===== src/rtl/muldiv_unit.sv =====
// Iterative 32-cycle multiply/divide unit holding the MIPS HI/LO registers.
// Shift-add multiply and restoring divide share one 64-bit work register.
module muldiv_unit #(
    parameter int WIDTH = 32
) (
    input  logic             clk,
    input  logic             rst,
    input  logic             start,
    input  logic [1:0]       op,
    input  logic [WIDTH-1:0] rs_data,
    input  logic [WIDTH-1:0] rt_data,
    input  logic             mthi,
    input  logic             mtlo,
    output logic             busy,
    output logic             done,
    output logic             div_by_zero,
    output logic [WIDTH-1:0] hi,
    output logic [WIDTH-1:0] lo
);

    typedef enum logic [1:0] {IDLE, CALC, FINISH} state_t;

    state_t             state, state_next;
    logic [4:0]         cnt;
    logic               is_div;
    logic               neg_res;
    logic               neg_rem;
    logic               zero_div;
    logic [WIDTH-1:0]   operand;
    logic [WIDTH-1:0]   orig_rs;
    logic [2*WIDTH-1:0] work;

    logic               rs_neg, rt_neg;
    logic [WIDTH-1:0]   rs_abs, rt_abs;
    logic [WIDTH:0]     add_sum;
    logic [2*WIDTH-1:0] mult_next;
    logic [WIDTH:0]     partial;
    logic [WIDTH:0]     trial;
    logic               trial_ok;
    logic [2*WIDTH-1:0] div_next;
    logic [2*WIDTH-1:0] product;
    logic [WIDTH-1:0]   quot, rem;

    // Signed ops (op[0]==0) work on magnitudes; signs are fixed up in FINISH.
    assign rs_neg = !op[0] && rs_data[WIDTH-1];
    assign rt_neg = !op[0] && rt_data[WIDTH-1];
    assign rs_abs = rs_neg ? -rs_data : rs_data;
    assign rt_abs = rt_neg ? -rt_data : rt_data;

    assign add_sum   = {1'b0, work[2*WIDTH-1:WIDTH]} + (work[0] ? {1'b0, operand} : '0);
    assign mult_next = {add_sum, work[WIDTH-1:1]};

    // The shifted-in partial remainder can need WIDTH+1 bits when the divisor exceeds 2^(WIDTH-1).
    assign partial  = {work[2*WIDTH-1:WIDTH], work[WIDTH-1]};
    assign trial    = partial - {1'b0, operand};
    assign trial_ok = partial >= {1'b0, operand};
    assign div_next = trial_ok ? {trial[WIDTH-1:0], work[WIDTH-2:0], 1'b1}
                               : {partial[WIDTH-1:0], work[WIDTH-2:0], 1'b0};

    assign product = neg_res ? -work : work;
    assign quot    = neg_res ? -work[WIDTH-1:0] : work[WIDTH-1:0];
    assign rem     = neg_rem ? -work[2*WIDTH-1:WIDTH] : work[2*WIDTH-1:WIDTH];

    assign busy = (state != IDLE);

    always_ff @(posedge clk) begin
        if (!rst) state <= IDLE;
        else      state <= state_next;
    end

    always_comb begin
        state_next = state;
        case (state)
            IDLE:    if (start) state_next = CALC;
            CALC:    if (cnt == 5'(WIDTH - 1)) state_next = FINISH;
            FINISH:  state_next = IDLE;
            default: state_next = IDLE;
        endcase
    end

    always_ff @(posedge clk) begin
        if (!rst) begin
            cnt         <= '0;
            hi          <= '0;
            lo          <= '0;
            done        <= 1'b0;
            div_by_zero <= 1'b0;
            is_div      <= 1'b0;
            neg_res     <= 1'b0;
            neg_rem     <= 1'b0;
            zero_div    <= 1'b0;
            operand     <= '0;
            orig_rs     <= '0;
            work        <= '0;
        end else begin
            done        <= 1'b0;
            div_by_zero <= 1'b0;
            case (state)
                IDLE: begin
                    if (start) begin
                        cnt      <= '0;
                        is_div   <= op[1];
                        neg_res  <= rs_neg ^ rt_neg;
                        neg_rem  <= rs_neg;
                        zero_div <= op[1] && (rt_data == '0);
                        orig_rs  <= rs_data;
                        operand  <= op[1] ? rt_abs : rs_abs;
                        work     <= op[1] ? {{WIDTH{1'b0}}, rs_abs} : {{WIDTH{1'b0}}, rt_abs};
                    end else begin
                        if (mthi) hi <= rs_data;
                        if (mtlo) lo <= rs_data;
                    end
                end
                CALC: begin
                    work <= is_div ? div_next : mult_next;
                    cnt  <= cnt + 5'd1;
                end
                FINISH: begin
                    done <= 1'b1;
                    if (!is_div) begin
                        hi <= product[2*WIDTH-1:WIDTH];
                        lo <= product[WIDTH-1:0];
                    end else if (zero_div) begin
                        hi          <= orig_rs;
                        lo          <= '1;
                        div_by_zero <= 1'b1;
                    end else begin
                        hi <= rem;
                        lo <= quot;
                    end
                end
                default: ;
            endcase
        end
    end

endmodule


===== config.mk =====
export PLATFORM = sky130hd
export DESIGN_NAME = muldiv_unit
export DESIGN_NICKNAME = d
export VERILOG_FILES = /design/src/rtl/muldiv_unit.sv
export SDC_FILE = /design/constraint.sdc
export NUM_CORES = 1
export LEC_CHECK = 0
export CAP_MARGIN = 30
export CORE_MARGIN = 4
export CORE_UTILIZATION = 55
export DETAILED_ROUTE_END_ITERATION = 6
export GPL_TIMING_DRIVEN = 0
export PLACE_DENSITY = 0.78
export SLEW_MARGIN = 10
export SYNTH_ARGS = -nofsm -noshare
export SYNTH_HDL_FRONTEND = slang
export SYNTH_SLANG_ARGS = --single-unit

===== constraint.sdc =====
create_clock -name clk -period 3.75 [get_ports clk]
set_input_delay 1.125 -clock clk [delete_from_list [all_inputs] [get_ports clk]]
set_output_delay 1.125 -clock clk [all_outputs]
set_load 0.005 [all_outputs]

* After elaboration in Yosys (flattened, before gate mapping)
Cells that the tools add are included.
Widths: inputs -> output; s select.
** Operators by class
- $add $sub $neg :: 8
- Magnitude comparators :: 1
- Equality and inequality tests :: 8
- Muxes and demuxes :: 29
- Bitwise operators :: 1
- Reduce and logical (&&, ||, !) cells :: 15
** Operator list (count)
- $mux 32 :: 15
- $mux 64 :: 4
- $neg 32->32 :: 4
- $pmux 32 s2 :: 2
- $pmux 64 s2 :: 1
- $neg 64->64 :: 1
- $add 32x32->33 :: 1
- $ge 33x32->1 :: 1
- $logic_not 32->1 :: 1
- $sub 32x32->32 :: 1
- $ne 2x2->1 const B :: 5
- $pmux 5 s2 :: 1
- $reduce_and 3->1 :: 3
- $reduce_and 2->1 :: 3
- $reduce_bool 2->1 :: 3
- $add 5x1->5 const B :: 1
- $eq 5x5->1 const B :: 1
- $mux 5 :: 1
- $mux 2 :: 2
- $pmux 2 s2 :: 1
- $logic_and 1x1->1 :: 3
- $eq 2x1->1 const B :: 1
- $eq 2x2->1 const B :: 1
- $logic_not 2->1 :: 1
- other kinds (3) :: 4
** Storage, ports and cells
- Bits in registers :: 205
- Bits of input ports :: 71
- Output and inout bits :: 67
- Word-level logic and storage cells :: 75

* Logic depth before layout (Yosys ltp)
- Word-level depth :: 6
- Mapped depth :: 13
- Depth with buffers taken out :: 13

* Least setup slack after synthesis
OpenSTA, ideal clock, no wires.
- Kind :: input-to-reg
- Start point :: in rt_data[9]
- End point :: reg work[29]
- Library setup time :: 0.095 ns
- Arrival time :: 3.425 ns
- Required time :: 3.655 ns
- Path slack :: 0.229 ns
- Stages on the path :: 8
- Path buffers :: 0
- Path through :: or4_1 > nor4_1 > nand3_1 > or4_1 > o31ai_1 > xnor2_1 > a21oi_1 > a221oi_1
** Between the ends
- Longest elaborated chain between the ends :: 5
** RTL lines
- start: declaration :: line 11 : input logic [WIDTH-1:0] rt_data,
- $neg 32->32 :: line 48 : assign rt_abs = rt_neg ? -rt_data : rt_data;
- $mux 32 :: line 48
- $mux 32 :: line 108 : work <= op[1] ? {{WIDTH{1'b0}}, rs_abs} : {{WIDTH{1'b0}}, rt_abs};
- $mux 64 :: line 100 : if (start) begin
- $pmux 64 s2 :: line 98 : case (state)
- end signal: assignment :: line 108
- end signal: assignment :: line 115 : work <= is_div ? div_next : mult_next;
- end: declaration :: line 31 : logic [2*WIDTH-1:0] work;
Every way passes these cells. The select of a mux whose other input is x is not followed.
A chain may end at the register's enable or synchronous reset.

* Worst setup path in the final report
- Start point :: reg work[41]
- End point :: reg hi[29]
** Between the ends
- Longest elaborated chain between the ends :: 5
- Elaborated cells on any way between the ends :: 7
- Those cells by class :: 2 x add/sub; 5 x mux
** RTL lines
- $neg 32->32 :: line 62 : assign rem = neg_rem ? -work[2*WIDTH-1:WIDTH] : work[2*WIDTH-1:WIDTH];
- $mux 32 :: line 62
- $mux 32 :: line 123 : end else if (zero_div) begin
- $mux 32 * :: line 120 : if (!is_div) begin
- $pmux 32 s2 * :: line 98
- end signal: assignment :: line 121 : hi <= product[2*WIDTH-1:WIDTH];
- end signal: assignment :: line 124 : hi <= orig_rs;
- end signal: assignment :: line 128 : hi <= rem;
- end: declaration :: line 17 : output logic [WIDTH-1:0] hi,
Mark *: on every way between the ends. The rest lies on a longest branch, timed or not.

==> reports/qor.csv <==
stage,metric,value,unit
run_status,outcome,"complete, but fails checks",
run_status,violations,setup timing,
clocking,cts.sinks,205,
critical_path,endpoint_kind,flop,
die,coreArea,29900,sq um
timing,finalWorstSetupSlack,-20.9,ps
yosys,synth_cells,2299,
finish,fin_cells,2873,
yosys,syn_avg_cell_area,7.31,sq um
yosys,ys.warnings.count,0,
placement,hpwl,59300,um
pwr,ir_drop,389,uV
timing,slew_viol_final,0,
timing,hold_viol_final,0,
global_routing,antenna_found_initial,3,
global_routing,grt_pass1_vias,18600,
global_routing,grtUsageTotal,43.6,%
flow_run,maxCapViolCount,0,
finish,final_net_count,2607,
timing,setup_violations,1,
yosys,synthDistinctLibCells,76,
timing,fmax,265,MHz
timing,relSlewSlack,28.1,%
clocking,path_clk_slew,60,ps
die,rows,63,
finish,drive_above_1_share,5.72,%
global_routing,grt-ovfl-total,0,
critical_path,start_kind,flop,
timing,rsz0062_at_grt,yes,
critical_path,critical-path-slowest-cell,or4_4,
timing,min_period_over_period,101,%
timing,tightest_slew,1080,ps
routing,route.vias.total,19800,
critical_path,crit_chain,"buf_6, or4_4, or4_4, buf_6, or3_4, or4_4, or4b_4, nor3_4, nor3_2, a221oi_2, a21oi_1",
placement,io_buffers,128,
die,dieWidth,183,um
die,die_y,183,um
critical_path,crit_fanout,7,
yosys,ys_ff_latch,205,
clocking,h-tree-depth,1,
placement,post_dp_cell_area,18600,sq um
clocking,cts_hold_buf,0,
critical_path,path_buf_inv,2,
critical_path,crit_type,flop to flop,
critical_path,required,4170,ps
hold_path,hold_path.class,flop to flop,
routing,viasPerCell,6.89,
die,initial_core_util,56.3,%
placement,place.gp.congestion,1.05,
placement,dp_cells,2818,
routing,drt_wl_total,77000,um
pwr,leakagePower,7.53,nW
clocking,cts_buffer_depth,3,
finish,finish.instance_area,19800,sq um
pwr,finalPower,7.19,mW
clocking,clk_latency,560,ps
yosys,synth_flop_cell,dfxtp_1,
routing,routedWlPerCell,26.8,um
routing,drt_iter0_drc,2777,
finish,area_delta_synth_final,17.6,%
critical_path,max_stage_delay,580,ps
critical_path,cp_common_cell,or4_4,
clocking,cts_tree,yes,
yosys,syn_nets,2442,
timing,skew,13.4,ps
placement,pre_cts_slack,-936,ps
critical_path,critical-path-top-delay-family,simple AND/OR/NAND/NOR gates,
timing,period_needed,3770,ps
die,io_pins,138,
routing,detail_route.first_pass.iterations,6,
yosys,async_flop_share,0,%
pwr,power.density,364,nW/um^2
critical_path,arrival,4190,ps
die,dieArea,33400,sq um
yosys,synth-edff-count,0,
clocking,cts_made_buffers,25,
yosys,yosysSeqAreaShare,24.4,%
routing,postRouteAntennaNets,0,
clocking,clock-root-buffer,clkbuf_16,
yosys,mappedNetlistArea,16800,sq um
global_routing,grt_max_degree,14,
routing,drc,0,
global_routing,grt_pass1_wl,113000,um
finish,fillers,2676,
==> tightest hold or removal path: stages, from the launching register on <==
cell and delay [ps]:
dfxtp_1 310, nand3_1 60, nand2_1 40
==> through the flow <==
stage	hold WS, ps	TNS, ps	utilization, %
global route	475	-62.4	66.2
detailed placement	448	-51230	62.2
global placement	431	-43720	62.2
CTS	457	0	65.6
floorplan	415	0	-
finish	460	-20.9	66.2
==> cell type report <==
cell class / count / area [sq um] / share of cell area [%]
diodes: 1 / 2.50 / 0.0127
flip-flops and latches: 205 / 4110 / 20.8
repair buffers: 140 / 1370 / 6.94
well taps: 390 / 488 / 2.47
multi-input cells: 1836 / 11900 / 60.3
plain buffers: 187 / 749 / 3.79
inverters: 69 / 259 / 1.31
clock buffers: 33 / 696 / 3.52
clock inverters: 12 / 164 / 0.829
==> cell families (layout without fill, tap and decap cells) <==
kind of cell	after synthesis	after routing	share of synthesized area (%)
AO/OA/AOI/OAI	773	773	30.4
AND/OR/NAND/NOR	751	751	20.8
buffers and inverters	258	441	5.88
flip-flops	205	205	24.4
XOR/XNOR	179	179	9.32
adder cells (fa/ha/maj)	72	72	5.45
multiplexers	61	61	3.67
other	0	1	0
==> cells in the final DEF, fill, tap and decap left out, drive strengths merged, types with 14 or more instances in the layout <==
cell type,instances
or4,24
a21o,32
inv,69
xnor2,103
a31oi,21
or3,14
o21a,20
nor3,37
mux2i,56
a211oi,63
nand4,19
nand3,44
buf,40
a21oi,168
a221oi,14
nor4,20
o31ai,24
clkbuf,192
nand2,308
nor2,168
ha,70
a22oi,15
o21ai,169
dfxtp,205
o221ai,32
clkdlybuf4s50,125
and2,14
nand2b,19
a21boi,66
o22ai,17
o211ai,40
nor2b,27
and3,25
xor2,76
==> what timing repair did <==
item / in CTS / in global routing
pin swaps: 3 / 10
gates cloned: 0 / 0
endpoints found under the setup margin: 91 / 53
buffers inserted: 3 / 8
endpoints found under the hold margin: 0 / 0
gates resized for setup: 39 / 32
==> Yosys cell counts, types with 8 or more instances <==
library cell | n | area (sq um)
a211oi_1 | 63 | 473
a21boi_0 | 66 | 495
a21o_1 | 32 | 240
a21oi_1 | 168 | 841
a221o_1 | 8 | 80.1
a221oi_1 | 13 | 114
a22oi_1 | 15 | 113
a31oi_1 | 21 | 131
a32o_1 | 8 | 80.1
and2_1 | 14 | 87.6
and3_1 | 25 | 156
buf_1 | 20 | 75.1
clkbuf_1 | 163 | 612
dfxtp_1 | 205 | 4100
ha_1 | 70 | 876
inv_1 | 67 | 251
mux2i_1 | 56 | 561
nand2_1 | 308 | 1160
nand2b_1 | 19 | 119
nand3_1 | 44 | 220
nand4_1 | 19 | 119
nor2_1 | 168 | 631
nor2b_1 | 27 | 169
nor3_1 | 37 | 185
nor4_1 | 20 | 125
o211ai_1 | 40 | 300
o21a_1 | 20 | 150
o21ai_0 | 169 | 846
o221ai_1 | 32 | 280
o22ai_1 | 17 | 106
o31ai_1 | 24 | 180
o41ai_1 | 13 | 114
or2_2 | 13 | 81.3
or3_1 | 11 | 68.8
or4_1 | 21 | 158
xnor2_1 | 103 | 902
xor2_1 | 76 | 666
==> per-layer routing <==
metal | GRT usage, % | wire length, um
met1 | 54.8 | 28400
met2 | 66.3 | 32300
met3 | 11.2 | 9720
met4 | 28.8 | 6620
met5 | 0 | 0
==> where the power goes <==
| group | internal [mW] | leakage (nW) | switching, mW | total [mW] |
|---|---|---|---|---|
| logic | 0.759 | 5.44 | 1.40 | 2.16 |
| clock network | 1.52 | 0.410 | 1.07 | 2.59 |
| registers | 2.31 | 1.68 | 0.126 | 2.44 |
==> sequential cells by signal, indices dropped and copies added (netlist names) <==
| signal | cells |
|---|---|
| orig_rs | 32 |
| div_by_zero | 1 |
| state | 2 |
| zero_div | 1 |
| neg_res | 1 |
| hi | 32 |
| cnt | 5 |
| operand | 32 |
| lo | 32 |
| done | 1 |
| work | 64 |
| neg_rem | 1 |
| is_div | 1 |
==> worst paths after layout <==
kind | end | cells past startpoint | start | slack, ps
worst max-delay path | hi[29] | 11 | work[41] | -20
worst min-delay path | operand[27] | 2 | operand[27] | 460
worst max register to register | hi[29] | 11 | work[41] | -20
worst min register to register | operand[27] | 2 | operand[27] | 460
(Power assumes the default switching activity.)
